File: src/rtl/bundler_multi.sv
// Multi-class HDC bundler: bipolar votes into per-class saturating counters, PAR_BITS dims/cycle.
// Optional sticky saturation flag enabled by defining BUNDLER_MULTI_SAT_FLAG_EN.
module bundler_multi #(
   parameter int unsigned DIMENSIONS  = 6,
   parameter int unsigned PAR_BITS    = 2,
   parameter int unsigned NUM_CLASSES = 2,
   parameter int unsigned CTR_W       = 3,
   parameter int unsigned CNT_W       = 8,
   localparam int unsigned CLS_W      = (NUM_CLASSES > 1) ? $clog2(NUM_CLASSES) : 1
) (
   input  logic                  clk,
   input  logic                  nrst,
   input  logic                  en,
   input  logic                  clr,
   input  logic [CLS_W-1:0]      class_sel,
   input  logic [DIMENSIONS-1:0] hv_train,
   output logic                  busy,
   output logic                  done,
   output logic [DIMENSIONS-1:0] hv_out,
   output logic [CNT_W-1:0]      vec_count,
   output logic                  sat
);

   if ((DIMENSIONS % PAR_BITS) != 0 || NUM_CLASSES < 1 || CTR_W < 2) begin : g_param_check
      $error("bundler_multi: DIMENSIONS must be a multiple of PAR_BITS, NUM_CLASSES>=1, CTR_W>=2");
   end

   localparam int unsigned NChunks = DIMENSIONS / PAR_BITS;
   localparam int unsigned IdxW    = (NChunks > 1) ? $clog2(NChunks) : 1;
   localparam int unsigned DimW    = (DIMENSIONS > 1) ? $clog2(DIMENSIONS) : 1;

   // Symmetric bounds: +(2^(CTR_W-1)-1) and its two's-complement negation.
   localparam logic [CTR_W-1:0] CtrMax = {1'b0, {(CTR_W - 1){1'b1}}};
   localparam logic [CTR_W-1:0] CtrMin = ~CtrMax + CTR_W'(1);
   localparam logic [CTR_W-1:0] CtrOne = CTR_W'(1);
   localparam logic [CNT_W-1:0] CntMax = '1;

   typedef enum logic [1:0] {StIdle, StAccum, StDone} state_e;

   state_e                                          state_q, state_d;
   logic [NUM_CLASSES-1:0][DIMENSIONS-1:0][CTR_W-1:0] ctr_q, ctr_d;
   logic [NUM_CLASSES-1:0][CNT_W-1:0]               cnt_q, cnt_d;
   logic [DIMENSIONS-1:0]                           hv_lat_q, hv_lat_d;
   logic [CLS_W-1:0]                                cls_q, cls_d;
   logic [IdxW-1:0]                                 idx_q, idx_d;
   logic [DIMENSIONS-1:0]                           hv_out_q, hv_out_d;
   logic [CNT_W-1:0]                                vec_count_q, vec_count_d;

   logic             cls_ok;
   logic [DimW-1:0]  bit_idx;
   logic             vote;
   logic [CTR_W-1:0] c_cur, c_new;
   logic [CNT_W-1:0] cnt_cur;

   assign cls_ok = (32'(class_sel) < NUM_CLASSES);

`ifdef BUNDLER_MULTI_SAT_FLAG_EN
   logic sat_q, sat_d;
`endif

   always_comb begin
      state_d     = state_q;
      ctr_d       = ctr_q;
      cnt_d       = cnt_q;
      hv_lat_d    = hv_lat_q;
      cls_d       = cls_q;
      idx_d       = idx_q;
      hv_out_d    = hv_out_q;
      vec_count_d = vec_count_q;
      bit_idx     = '0;
      vote        = 1'b0;
      c_cur       = '0;
      c_new       = '0;
      cnt_cur     = '0;
`ifdef BUNDLER_MULTI_SAT_FLAG_EN
      sat_d       = sat_q;
`endif

      unique case (state_q)
         StIdle: begin
            if (cls_ok) begin
               if (clr) begin
                  ctr_d[class_sel] = '0;
                  cnt_d[class_sel] = '0;
               end else if (en) begin
                  hv_lat_d = hv_train;
                  cls_d    = class_sel;
                  idx_d    = '0;
                  state_d  = StAccum;
`ifdef BUNDLER_MULTI_SAT_FLAG_EN
                  sat_d    = 1'b0;
`endif
               end
            end
         end
         StAccum: begin
            for (int unsigned p = 0; p < PAR_BITS; p++) begin
               bit_idx = DimW'(32'(idx_q) * PAR_BITS + p);
               vote    = hv_lat_q[bit_idx];
               c_cur   = ctr_q[cls_q][bit_idx];
               if (vote) c_new = (c_cur == CtrMax) ? c_cur : c_cur + CtrOne;
               else      c_new = (c_cur == CtrMin) ? c_cur : c_cur - CtrOne;
`ifdef BUNDLER_MULTI_SAT_FLAG_EN
               if ((vote && c_cur == CtrMax) || (!vote && c_cur == CtrMin)) sat_d = 1'b1;
`endif
               ctr_d[cls_q][bit_idx] = c_new;
               // A zero counter is a tie; the newest vector decides.
               hv_out_d[bit_idx] = (c_new == '0) ? vote : ~c_new[CTR_W-1];
            end
            if (idx_q == IdxW'(NChunks - 1)) begin
               cnt_cur      = cnt_q[cls_q];
               cnt_d[cls_q] = (cnt_cur == CntMax) ? cnt_cur : cnt_cur + CNT_W'(1);
               vec_count_d  = cnt_d[cls_q];
               state_d      = StDone;
            end else begin
               idx_d = idx_q + IdxW'(1);
            end
         end
         StDone:  state_d = StIdle;
         default: state_d = StIdle;
      endcase
   end

   always_ff @(posedge clk or negedge nrst) begin
      if (!nrst) begin
         state_q     <= StIdle;
         ctr_q       <= '0;
         cnt_q       <= '0;
         hv_lat_q    <= '0;
         cls_q       <= '0;
         idx_q       <= '0;
         hv_out_q    <= '0;
         vec_count_q <= '0;
      end else begin
         state_q     <= state_d;
         ctr_q       <= ctr_d;
         cnt_q       <= cnt_d;
         hv_lat_q    <= hv_lat_d;
         cls_q       <= cls_d;
         idx_q       <= idx_d;
         hv_out_q    <= hv_out_d;
         vec_count_q <= vec_count_d;
      end
   end

`ifdef BUNDLER_MULTI_SAT_FLAG_EN
   always_ff @(posedge clk or negedge nrst) begin
      if (!nrst) sat_q <= 1'b0;
      else       sat_q <= sat_d;
   end
   assign sat = sat_q;
`else
   assign sat = 1'b0;
`endif

   assign busy      = (state_q != StIdle);
   assign done      = (state_q == StDone);
   assign hv_out    = hv_out_q;
   assign vec_count = vec_count_q;

endmodule

File: config.mk
export PLATFORM = sky130hd
export DESIGN_NAME = bundler_multi
export DESIGN_NICKNAME = d
export VERILOG_FILES = /design/src/rtl/bundler_multi.sv
export SDC_FILE = /design/constraint.sdc
export NUM_CORES = 1
export LEC_CHECK = 0
export CAP_MARGIN = 0
export CORE_MARGIN = 2
export CORE_UTILIZATION = 63
export DETAILED_ROUTE_END_ITERATION = 7
export PLACE_DENSITY = 0.95
export SLEW_MARGIN = 20
export SYNTH_ARGS = -nofsm -noshare
export SYNTH_HDL_FRONTEND = slang
export SYNTH_SLANG_ARGS = --single-unit
File: constraint.sdc
create_clock -name clk -period 7.72 [get_ports clk]
set_input_delay 1.158 -clock clk [delete_from_list [all_inputs] [get_ports clk]]
set_output_delay 1.158 -clock clk [all_outputs]
set_load 0.01 [all_outputs]
==> results.toml <==
[outcome]
status = "finished, final reports clean"

[route]
vias_per_cell = 6.36
wl_mm = 9.40
via_count = 3315
wl_per_cell_um = 18.0
route.detailed.drc = 0
ant_nets = 0
firstDrtPassIters = 5
drt_iter0_markers = 286

[critical_path]
required_ps = 8020
worstPathCellList = "buf_4 -> mux2i_1 -> o22ai_1 -> a21oi_1 -> inv_1 -> ha_1 -> o21a_1 -> nor2_1 -> a32o_1"
cp.arrival_ps = 3430
path_buf_inv = 2
worst-path-max-fanout = 39
cpMaxStageDelayCell = "dfrtp_2"
path_class = "reg -> reg"
crit_family = "compound AO/OA/AOI/OAI gates"
path_depth = 9
crit_path_end_kind = "flop"
slowest_delay_ps = 670
rr_worst_depth = 9
cp-start-kind = "flop"

[global_routing]
grt_pass1_wl_mm = 15.4
overflow = 0
grt_use_total_pct = 27.7
antenna_found_initial = 0
grt_max_degree = 78
grt_pass1_vias = 3204

[clock_network]
postCtsSetupRepairBufs = 0
cts_buffer_depth = 2
cts_tree = "built"
clock_tree.root_cell = "clkbuf_8"
clk_pin_slew_worst_paths_ps = 90
clk_latency_ps = 360
cts_buffers = 9
htreeDepth = 3
cts-resized-gates = 0
postCtsHoldBufs = 0
cts.sinks = 77

[power_and_ir_drop]
report.power.total_uw = 1880
intPower_uw = 1030
p_sw_uw = 848
clockPowerShare_pct = 15.4
swShare_pct = 45.1
combPwrFrac_pct = 49.6
p_leak_uw = 0.00205
ir_drop_mv = 0.322
p_per_area_nw_per_um2 = 419
pwr-share-seq_pct = 35.1

[sta]
rsz0062_at_grt = "false"
slew_headroom_pct = 36.6
max_freq_mhz = 320
tns_ps = 0
fin_crit_sh_pct = 40.5
min_period_ps = 3130
drv_slew = 0
setup_viol = 0
tightest_slew_ps = 951
clock_skew_ps = 14.9
finalHoldViolations = 0

[synthesis]
async_flop_share_pct = 100
yosys-top-cells-count = "dfrtp_1 (77), nand2_1 (77), o21ai_0 (48), mux2i_1 (24), nor2_1 (21)"
synth_fa_ha_area_share_pct = 3.12
synth_seq_area_share_pct = 48.0
synth_compound_area_share_pct = 17.9
ys_seq_elements = 77
synth-simple-area-share_pct = 15.4
synth_nets = 438
yosysWarnings = 0
synth_top_flop_cell = "dfrtp_1"
synth_cells = 417
synth_cell_type_count = 48
post_synth_mux_area_share_pct = 10.6
synth_xor_area_share_pct = 1.75
syn_avg_cell_area_um2 = 9.62
yosys-top-cells-area = "dfrtp_1 (48%), nand2_1 (7.2%), mux2i_1 (6.0%)"
syn_area_um2 = 4010
yosysTopAreaCell = "dfrtp_1"
synth_top_family_by_area = "compound AO/OA/AOI/OAI gates"
synth_edf_count = 0
synth.top_cell.area_share_pct = 48.0

[cells_and_area]
num-fill-cells = 418
synthToLayoutAreaGrowth_pct = 11.9
drive_gt1_share_pct = 9.68
insertedDiodeCount = 0
nets = 460

[die]
die_h_um = 83.8
num_io_pins = 28
initial_core_util_pct = 64.3
num_rows = 29
die_w_um = 83.8
core-area_um2 = 6240
fp.dieArea_um2 = 7020

[placement]
portBuffers = 26
routabilityCongestion = 0.855
dpl.hpwl_mm = 6.45

[worst_hold_path]
min_path_cells = 2
min_path_type = "reg -> reg"

[flow_run]
maxCapViolCount = 0
==> sequential cells by signal, indices dropped and copies added, names as in the netlist <==
name,count
cls_q,1
cnt_q,16
ctr_q,36
hv_lat_q,6
hv_out,6
idx_q,2
state_q,2
vec_count,8
==> metal layers <==
| layer | GRT usage (%) | share of wire, % |
|---|---|---|
| met1 | 35.5 | 42 |
| met2 | 45.7 | 49 |
| met3 | 5.74 | 5.6 |
| met4 | 11.9 | 2.9 |
| met5 | 0 | 0 |
==> per-stage QoR <==
| stage | hold slack, ps | worst slack [ps] | std cells | utilization [%] | cell area [um2] |
|---|---|---|---|---|---|
| 6_report | 473 | 4590 | 521 | 71.9 | 4490 |
| 5_1_grt | 496 | 4310 | 521 | 71.9 | 4490 |
| 4_1_cts | 475 | 4610 | 521 | 71.9 | 4480 |
| 3_5_place_dp | 456 | 4570 | 505 | 68.9 | 4300 |
| 3_3_place_gp | 454 | 4690 | 505 | 68.9 | 4300 |
| 2_1_floorplan | 444 | 4850 | 417 | - | 4010 |
==> power by group through the flow <==
stage,Clock [uW],Combinational (uW),Sequential [uW]
2_1_floorplan,0,675,618
3_3_place_gp,0,869,654
3_5_place_dp,0,915,661
4_1_cts,291,920,656
5_1_grt,305,1030,674
6_report,289,933,660
==> cell usage in the layout (no fill, tap or decap), types with 5 or more instances in the layout <==
cell type	instances
clkbuf_8	9
dfrtp_1	76
a22o_1	14
ha_1	10
nand3b_1	5
inv_1	14
nand3_1	16
nand2_1	77
a31oi_1	5
nor2_1	21
mux2_2	15
mux2i_1	24
o22ai_1	6
o21ai_0	48
xnor2_1	8
clkdlybuf4s50_1	25
nand2b_1	5
a21oi_1	11
nor2b_1	6
==> path summary, 6_finish.rpt <==
check                                   from      endpoint  slack [ps]
worst max-delay path                   cls_q     ctr_q[29]        4590
worst min-delay path            vec_count[0]  vec_count[0]         470
worst max register to register         cls_q     ctr_q[29]        4590
worst min register to register  vec_count[0]  vec_count[0]         470
max in group asynchronous               nrst         cls_q        6110
min in group asynchronous               nrst     ctr_q[30]         940
==> worst reg2reg max path, cell delays in order (launching register included) <==
cell     delay, ps
dfrtp_2        670
buf_4          470
mux2i_1        270
o22ai_1        110
a21oi_1        250
inv_1          150
ha_1           270
o21a_1         210
nor2_1         420
a32o_1         230
==> final cells by class <==
cell class                      instances  area, um2  share of cell area [%]
Clock buffer                            9        124                    2.76
Clock inverter                          7       58.8                    1.31
Inverter                               14       52.6                    1.17
Multi-Input combinational cell        310       1960                    43.8
Sequential cell                        77       1930                    42.9
Tap cell                               77       96.3                    2.15
Timing Repair Buffer                   27        265                    5.91
==> logic make-up (layout without fill, tap and decap cells) <==
logic type	count (synthesis)	after routing
simple gates	140	140
compound gates	111	111
flops	77	77
mux	40	40
buf+inv	30	57
fa+ha+maj	10	10
xor+xnor	8	8
other cells	1	1
Note: power is estimated with default switching activity, not from simulation.
